--- config.mk ---
export PLATFORM = sky130hd
export DESIGN_NAME = ein_rx
export DESIGN_NICKNAME = d
export VERILOG_FILES = /design/src/rtl/ein_pkg.sv /design/src/rtl/ein_sync_filter.sv /design/src/rtl/ein_rx.sv
export SDC_FILE = /design/constraint.sdc
export NUM_CORES = 1
export LEC_CHECK = 0
export ABC_AREA = 1
export CAP_MARGIN = 20
export CORE_MARGIN = 8
export CORE_UTILIZATION = 52
export CTS_CLUSTER_DIAMETER = 200
export CTS_CLUSTER_SIZE = 28
export DETAILED_ROUTE_END_ITERATION = 6
export PLACE_DENSITY = 0.82
export SYNTH_ARGS = -nofsm -noshare
export SYNTH_HDL_FRONTEND = slang
export SYNTH_SLANG_ARGS = --single-unit
--- constraint.sdc ---
create_clock -name clk -period 2 [get_ports clk]
set_input_delay 0.4 -clock clk [delete_from_list [all_inputs] [get_ports clk]]
set_output_delay 0.4 -clock clk [all_outputs]
set_load 0.01 [all_outputs]
--- src/rtl/ein_pkg.sv ---
// Shared EIN definitions: receiver state encoding, pad line indices
// (common with the EIN transmit path) and a small edge helper.
package ein_pkg;

  typedef enum logic [1:0] {
    ST_IDLE  = 2'd0,
    ST_RX    = 2'd1,
    ST_DRAIN = 2'd2
  } ein_state_t;

  localparam int EIN_LINE_EMO  = 0;
  localparam int EIN_LINE_EDI  = 1;
  localparam int EIN_LINE_ECI  = 2;
  localparam int EIN_NUM_LINES = 3;

  // A line has an edge in the cycle its value differs from the delayed copy.
  function automatic logic is_edge(input logic cur, input logic prev);
    return cur ^ prev;
  endfunction

endpackage

--- src/rtl/ein_sync_filter.sv ---
// Two-flop synchronizer for one asynchronous EIN pad line, followed by an
// optional glitch filter (macro EIN_RX_GLITCH_FILTER_EN). With the filter,
// the output only moves after FILTER_LEN consecutive identical samples.
module ein_sync_filter #(
  parameter int FILTER_LEN = 3
) (
  input  logic clk,
  input  logic reset,
  input  logic pad,
  output logic line
);

  logic meta;
  logic sync;

  if (FILTER_LEN < 1) begin : g_bad_filter_len
    $error("ein_sync_filter: FILTER_LEN must be at least 1");
  end

  // Metastability guard: two flops in series.
  always_ff @(posedge clk) begin
    if (reset) begin
      meta <= 1'b0;
      sync <= 1'b0;
    end else begin
      meta <= pad;
      sync <= meta;
    end
  end

`ifdef EIN_RX_GLITCH_FILTER_EN
  localparam int CW = (FILTER_LEN > 1) ? $clog2(FILTER_LEN) : 1;

  logic [CW-1:0] run_cnt;
  logic          filt;

  // Count how long the synchronized value has disagreed with the filtered
  // value; adopt it once it has been stable for FILTER_LEN samples.
  always_ff @(posedge clk) begin
    if (reset) begin
      run_cnt <= '0;
      filt    <= 1'b0;
    end else if (sync == filt) begin
      run_cnt <= '0;
    end else if (run_cnt == CW'(FILTER_LEN - 1)) begin
      run_cnt <= '0;
      filt    <= sync;
    end else begin
      run_cnt <= run_cnt + 1'b1;
    end
  end

  assign line = filt;
`else
  assign line = sync;
`endif

endmodule

--- src/rtl/ein_rx.sv ---
// EIN receiver: frames are opened by an EMO rise and closed by an EMO fall;
// each ECI edge inside a frame shifts one EDI bit in, MSB first. A stall of
// TIMEOUT cycles between ECI edges aborts the frame into DRAIN until EMO
// drops. Optional glitch filter on the pad lines: EIN_RX_GLITCH_FILTER_EN.
//
// state    | meaning
// ST_IDLE  | no frame open, waiting for EMO rise
// ST_RX    | frame open, collecting bits on ECI edges
// ST_DRAIN | frame aborted by timeout, waiting for EMO low
module ein_rx
  import ein_pkg::*;
#(
  parameter int TIMEOUT    = 4000,
  parameter int TO_WIDTH   = 12,
  parameter int FILTER_LEN = 3
) (
  input  logic       clk,
  input  logic       reset,
  input  logic       EMO_IN,
  input  logic       EDI_IN,
  input  logic       ECI_IN,
  output logic [7:0] out_data,
  output logic       out_data_valid,
  output logic       out_frame_valid,
  output logic       out_frame_error
);

  if (TIMEOUT < 2 || TIMEOUT >= (1 << TO_WIDTH)) begin : g_bad_timeout
    $error("ein_rx: TIMEOUT must be >= 2 and fit in TO_WIDTH bits");
  end

  // The error strobe becomes visible one cycle after the terminal count, so
  // the load value is chosen to land that strobe TIMEOUT cycles after the
  // last ECI edge.
  localparam logic [TO_WIDTH-1:0] TO_LOAD = TO_WIDTH'(TIMEOUT - 2);

  logic [EIN_NUM_LINES-1:0] pad_vec;
  logic [EIN_NUM_LINES-1:0] line_vec;

  assign pad_vec[EIN_LINE_EMO] = EMO_IN;
  assign pad_vec[EIN_LINE_EDI] = EDI_IN;
  assign pad_vec[EIN_LINE_ECI] = ECI_IN;

  for (genvar i = 0; i < EIN_NUM_LINES; i++) begin : g_line
    ein_sync_filter #(
      .FILTER_LEN(FILTER_LEN)
    ) u_sync (
      .clk  (clk),
      .reset(reset),
      .pad  (pad_vec[i]),
      .line (line_vec[i])
    );
  end

  logic emo_s, edi_s, eci_s;
  logic emo_d, eci_d;
  logic emo_rise, emo_fall, eci_edge;

  assign emo_s = line_vec[EIN_LINE_EMO];
  assign edi_s = line_vec[EIN_LINE_EDI];
  assign eci_s = line_vec[EIN_LINE_ECI];

  // One-cycle delayed copies for edge detection.
  always_ff @(posedge clk) begin
    if (reset) begin
      emo_d <= 1'b0;
      eci_d <= 1'b0;
    end else begin
      emo_d <= emo_s;
      eci_d <= eci_s;
    end
  end

  assign emo_rise = is_edge(emo_s, emo_d) & emo_s;
  assign emo_fall = is_edge(emo_s, emo_d) & ~emo_s;
  assign eci_edge = is_edge(eci_s, eci_d);

  ein_state_t          state, state_nxt;
  logic [6:0]          shift_q;
  logic [2:0]          bit_cnt;
  logic [TO_WIDTH-1:0] to_cnt;

  logic load_to;
  logic shift_en;
  logic clr_bits;
  logic byte_done;
  logic err_set;
  logic to_done;

  assign to_done = (to_cnt == '0);

  // State register.
  always_ff @(posedge clk) begin
    if (reset) begin
      state <= ST_IDLE;
    end else begin
      state <= state_nxt;
    end
  end

  // Next state and datapath controls; an EMO fall outranks a coincident ECI
  // edge, and a fresh ECI edge outranks an expiring timeout.
  always_comb begin
    state_nxt = state;
    load_to   = 1'b0;
    shift_en  = 1'b0;
    clr_bits  = 1'b0;
    byte_done = 1'b0;
    err_set   = 1'b0;
    case (state)
      ST_IDLE: begin
        if (emo_rise) begin
          state_nxt = ST_RX;
          load_to   = 1'b1;
          clr_bits  = 1'b1;
        end
      end
      ST_RX: begin
        if (emo_fall) begin
          state_nxt = ST_IDLE;
          clr_bits  = 1'b1;
          err_set   = (bit_cnt != 3'd0);
        end else if (eci_edge) begin
          shift_en  = 1'b1;
          load_to   = 1'b1;
          byte_done = (bit_cnt == 3'd7);
        end else if (to_done) begin
          state_nxt = ST_DRAIN;
          clr_bits  = 1'b1;
          err_set   = 1'b1;
        end
      end
      ST_DRAIN: begin
        if (!emo_s) begin
          state_nxt = ST_IDLE;
        end
      end
      default: begin
        state_nxt = ST_IDLE;
      end
    endcase
  end

  // Shift register, bit count, timeout down-counter and output strobes.
  always_ff @(posedge clk) begin
    if (reset) begin
      shift_q         <= '0;
      bit_cnt         <= '0;
      to_cnt          <= '0;
      out_data        <= 8'h00;
      out_data_valid  <= 1'b0;
      out_frame_error <= 1'b0;
    end else begin
      out_data_valid  <= byte_done;
      out_frame_error <= err_set;

      if (clr_bits) begin
        bit_cnt <= '0;
      end else if (shift_en) begin
        bit_cnt <= bit_cnt + 3'd1;
      end

      if (shift_en) begin
        shift_q <= {shift_q[5:0], edi_s};
      end

      if (byte_done) begin
        out_data <= {shift_q, edi_s};
      end

      if (load_to) begin
        to_cnt <= TO_LOAD;
      end else if (state == ST_RX && !to_done) begin
        to_cnt <= to_cnt - 1'b1;
      end
    end
  end

  assign out_frame_valid = (state == ST_RX);

endmodule

==> results of run 1 <==
[final cells by class]
type,instances,share of cell area [%]
clock buffers,6,3.26
multi-input cells,179,40.8
repair buffers,19,8.09
clock inverters,1,0.337
flip-flops and latches,42,37.8
well taps,48,2.70
inverters,42,7.08
[metrics by stage]
step / worst slack [ps] / instances / total power [mW] / utilization, %
3_5_place_dp: 384 / 329 / 1.39 / 58.8
3_3_place_gp: 420 / 329 / 1.37 / 58.8
4_1_cts: 67.1 / 336 / 1.90 / 61.1
6_report: 224 / 337 / 1.90 / 61.3
5_1_grt: 159 / 337 / 2.02 / 61.3
2_1_floorplan: 602 / 270 / 1.31 / -
[worst reg2reg max path, delay by kind of cell, from the launching register on]
family | cells | cell delay (ps)
fa+ha+maj | 1 | 210
simple gates | 8 | 880
flops | 1 | 320
buf+inv | 1 | 170
[worst max-delay path by stage]
stage | cells after the start | slack (ps) | from | to
6_report | 3 | 220 | state[0] | out_frame_valid
5_1_grt | 3 | 160 | state[0] | out_frame_valid
4_1_cts | 3 | 70 | state[0] | out_frame_valid
3_5_place_dp | 10 | 380 | to_cnt[0] | to_cnt[3]
3_3_place_gp | 3 | 420 | state[0] | out_frame_valid
2_1_floorplan | 10 | 600 | to_cnt[0] | to_cnt[4]
[cells in the mapped netlist]
cell and instances:
a211oi_1 1, a21oi_1 7, a21oi_2 1, a31oi_1 2, buf_4 1, buf_6 3, clkbuf_1 3, dfxtp_1 42
ha_1 5, inv_1 40, inv_2 2, nand2_1 58, nand2_2 2, nand2_4 1, nand3_1 27, nand3b_1 1
nand4_1 3, nor2_1 41, nor2_2 3, nor2_4 2, nor2_8 1, nor3_1 2, nor3b_1 1, o21ai_0 10
o21ai_2 2, o31ai_1 1, xnor2_1 2, xor2_1 6
[logic make-up (layout without fill, tap and decap cells)]
| family | Yosys count | count (layout) | share of synthesized area [%] |
|---|---|---|---|
| buffers and inverters | 49 | 68 | 10.7 |
| xor gates and xnor gates | 8 | 8 | 3.58 |
| adders and majority gates | 5 | 5 | 3.19 |
| DFF | 42 | 42 | 42.9 |
| and+or+nand+nor | 142 | 142 | 32.5 |
| AOI/OAI and AO/OA | 24 | 24 | 7.09 |
[sequential cells by signal (all words and copies together), names as in the netlist, 2 cells and up]
signal	cells
to_cnt	12
shift_q	7
out_data	8
g_line.u_sync.line	3
state	2
bit_cnt	3
g_line.u_sync.meta	3
[what timing repair did]
item | in CTS | in global routing
setup buffers | 0 | 1
endpoints found under the setup margin | 0 | 1
endpoints found under the hold margin | 0 | 0
[power breakdown]
group          leakage, nW  switching, mW  internal [mW]
logic                0.705          0.277          0.172
clock network       0.0373          0.285          0.239
registers            0.341         0.0432          0.880
[routing by layer]
layer | track usage, % | vias up | part of all wire (%)
met3 | 3.92 | 8 | 3.8
met2 | 22.8 | 21 | 48
met4 | 6.98 | 0 | 2.0
met1 | 14.8 | 739 | 47
li1 | - | 873 | -
met5 | 0 | - | 0
==> results.cfg, run 1 <==
[status]
status = finished, final reports clean

[setup_path]
worstPathMaxFanout = 4
cp_slowest_stage_delay_ps = 540
cpLargestDelayFamily = buffers and inverters
r2r_cells = 10
rr_startpoint = to_cnt[0]
path_buf_inv = 2
crit_type = reg -> out
r2r_end = to_cnt[3]
r2r_slack_ps = 370
end_kind = primary output
worstPathArrival_ps = 1380
start_kind = flop
critPathSlowestCell = clkdlybuf4s50_1
cp_cell_sequence = inv_2 > nor2_4 > clkdlybuf4s50_1
required_ps = 1600

[clocking]
clock-sinks = 42
cts_resized = 0
cts_buffer_depth = 2
ctsHoldBuffers = 0
clkTransAtPathRegs_ps = 70
root_buffer = clkbuf_8
numCtsBuffers = 5
clk_latency_ps = 300
htree_num_levels = 2
cts_tree = done

[power]
leakagePower_nw = 1.08
powerDensity_nw_per_um2 = 852
ir_drop_v = 0.000689

[finish]
n_antenna_cell = 0
nFillCells = 334
area_growth_pct = 13.7
multi_input_area_um2 = 907
layout_common_cells = 58 x nand2_1, 42 x dfxtp_1, 41 x nor2_1
stdcell_area_um2 = 2230
drive_gt1_share_pct = 8.30
layout_commonest_cell = nand2_1
regArea_um2 = 841
nets = 299

[drt]
drcViolationCount = 0
antenna_left = 0
drt_pass1_iterations = 4
drt-total-wl_um = 3690
drt-initial-drc-count = 90
via_per_inst = 4.87
num_vias = 1641
wire_per_inst_um = 11.0

[sta]
fmax_mhz = 563
period_needed_ps = 1780
period_share_pct = 88.8
hold_viol = 0
skew_ps = 6.53
slew_headroom_pct = 69.5
drv_slew = 0
worst_pin_slew_ps = 453
setup_viol = 0
fin_tns_setup_ps = 0
timing.hold.ws_ps = 405
rsz0062_at_grt = no

[yosys]
avgSynthCellArea_um2 = 7.25
syn-instance-count = 270
netlist_area_um2 = 1960
synthDominantCellAreaShare_pct = 42.9
ys_warn_count = 0
synth.area.top_cells = dfxtp_1 43%, nand2_1 11%, nor2_1 7.9%
synth_top_cell_by_area = dfxtp_1
yosysSeqAreaShare_pct = 42.9
ys_seq_elements = 42
syn-num-nets = 280
netlist-cell-type-count = 28

[placed_design]
routabilityCongestion = 0.876
portBuffers = 15
hpwlAfterDp_um = 2740
dpl_cell_area_um2 = 2140

[global_route]
grt_overflow = 0
grt_pass1_wl_um = 6780
antenna_found_initial = 0
grtUsageTotal_pct = 13.4
grt_pass1_vias = 1625
grt_max_degree = 17

[floorplanning]
die_w_um = 77.4
rows = 22
start_util_pct = 53.9
io_pins = 16
dieArea_um2 = 5990
core_um2 = 3630
die_y_um = 77.4

[min_path]
min_from = g_line[0].u_sync.meta
min_to = g_line[0].u_sync.line
hp-class = reg -> reg
hold-path-cell-count = 2

[job]
maxCapViolCount = 0
No activity file was read; power rests on OpenSTA's default activity.
==> run 2, diff against run 1 <==
Settings changed: CELL_PAD_IN_SITES_DETAIL_PLACEMENT set to 0, CELL_PAD_IN_SITES_GLOBAL_PLACEMENT set to 2, CORE_UTILIZATION 52 to 38, DONT_BUFFER_PORTS set to 1, PLACE_DENSITY 0.82 to 0.91.
==> run 2 against run 1 <==
- first-iteration DRC count shrank 21%
- clock skew increased by 2.9 ps
- register-to-register slack about the same
- wire length grew 0.76%
- total power increased by 0.77%
- worst setup slack improved by 150 ps
- global-route usage decreased by 2.7 points
- critical path type is now reg -> reg
- critical endpoint is now to_cnt[4]
- largest cell class unchanged
- highest routed layer unchanged
==> results.cfg, run 2 (synthesis gave the netlist of run 1 again) <==
[finish]
area_growth_pct = 7.03
nets = 281
largest-register = to_cnt
largest_registers = to_cnt (12), out_data (8), shift_q (7)
drive_gt1_share_pct = 8.46
layout_commonest_cell = nand2_1
largest_reg_flops = 12
n_antenna_cell = 0
finalNonFillerCells = 342
layout_common_cells = 58 x nand2_1, 42 x dfxtp_1, 41 x nor2_1

[sta]
worst_pin_slew_ps = 432
period_needed_ps = 1620
period_share_pct = 81.1
drv_slew = 0
setup_viol = 0
fmax_mhz = 616
timing.hold.ws_ps = 172
fin_tns_setup_ps = 0
slew_headroom_pct = 71.0
skew_ps = 9.47
rsz0062_at_grt = no
hold_viol = 0

[clocking]
cts_tree = done
clkTransAtPathRegs_ps = 80
htree_num_levels = 2
cts_resized = 0
clk_latency_ps = 290
post_cts_buffers = 0
numCtsBuffers = 5
root_buffer = clkbuf_8
clock-sinks = 42
ctsHoldBuffers = 0
cts_buffer_depth = 2

[placed_design]
routabilityCongestion = 0.740
portBuffers = 0
dp_cells = 334
hpwlAfterDp_um = 2730

[floorplanning]
die_w_um = 87.8
io_pins = 16
die_y_um = 87.8
start_util_pct = 38.8
dieArea_um2 = 7710
core_um2 = 5040
rows = 26

[power]
seq_power_share_pct = 48.3
ir_drop_v = 0.000513
powerDensity_nw_per_um2 = 912
leakagePower_nw = 1.03
p_sw_mw = 0.597
finalPower_mw = 1.91
comb_power_share_pct = 22.0
power.clock.fraction_pct = 29.7
p_int_mw = 1.31
switching_share_pct = 31.2

[global_route]
antenna_found_initial = 0
grtUsageTotal_pct = 10.7
grt_max_degree = 18
grt_overflow = 0
grt_pass1_vias = 1418
grt_pass1_wl_um = 6510

[setup_path]
required_ps = 2240
r2r_slack_ps = 380
start_kind = flop
end_kind = flop
crit_type = reg -> reg
worstPathArrival_ps = 1860
worstPathMaxFanout = 12

[drt]
via_per_inst = 4.42
num_vias = 1513
wire_per_inst_um = 10.9
drt-total-wl_um = 3720
drt-initial-drc-count = 71
antenna_left = 0
drcViolationCount = 0
drt_pass1_iterations = 4

[job]
maxCapViolCount = 0

[status]
status = finished, final reports clean

[min_path]
hp-class = in -> reg
[run 2: changes by cell type in the layout (fill, tap and decap cells not counted), sizes merged]
cell,previous run,this run
buf,4,1
clkdlybuf4s50,15,0
clkinv,0,1
[run 2: stage by stage]
step | cell area, um2 | util, % | setup WS, ps
3_3_place_gp | 2000 | 39.7 | 405
3_5_place_dp | 2000 | 39.7 | 383
6_report | 2100 | 41.6 | 377
5_1_grt | 2100 | 41.6 | 181
2_1_floorplan | 1960 | - | 602
4_1_cts | 2100 | 41.6 | 355
[run 2: power groups by stage]
stage | clock [mW] | sequential [mW] | combinational (mW)
6_report | 0.569 | 0.923 | 0.420
5_1_grt | 0.631 | 0.930 | 0.490
4_1_cts | 0.594 | 0.923 | 0.428
3_5_place_dp | 0 | 0.943 | 0.424
3_3_place_gp | 0 | 0.943 | 0.430
2_1_floorplan | 0 | 0.933 | 0.374
[run 2: per-layer routing]
layer	vias to the layer above	track usage [%]	share of wire, %
met4	0	3.75	0.97
li1	838	-	-
met5	-	0	0
met1	657	13.5	52
met2	13	16.4	44
met3	5	3.56	3.8
[run 2: critical path, cell delays in order (launching register included)]
cell	delay [ps]
dfxtp_1	310
inv_1	170
ha_1	200
nand2_1	70
nor2_2	150
nand2_2	110
nand2_2	220
nand2_1	110
nor2_1	100
nor2_1	50
nor2_1	70
[run 2: worst paths after layout]
check	depth (start not counted)	startpoint	end
min reg2reg	2	g_line[2].u_sync.meta	g_line[2].u_sync.line
min	1	reset	to_cnt[10]
max	10	to_cnt[0]	to_cnt[4]
max reg2reg	10	to_cnt[0]	to_cnt[4]
[run 2: area by class of cell]
cell class / instances / area, um2
clock buffer: 6 / 82.6
clock inverter: 2 / 12.5
fill: 545 / 2950
inverter: 42 / 158
multi-input combinational: 179 / 907
sequential: 42 / 841
tap: 70 / 87.6
timing repair buffer: 1 / 7.51
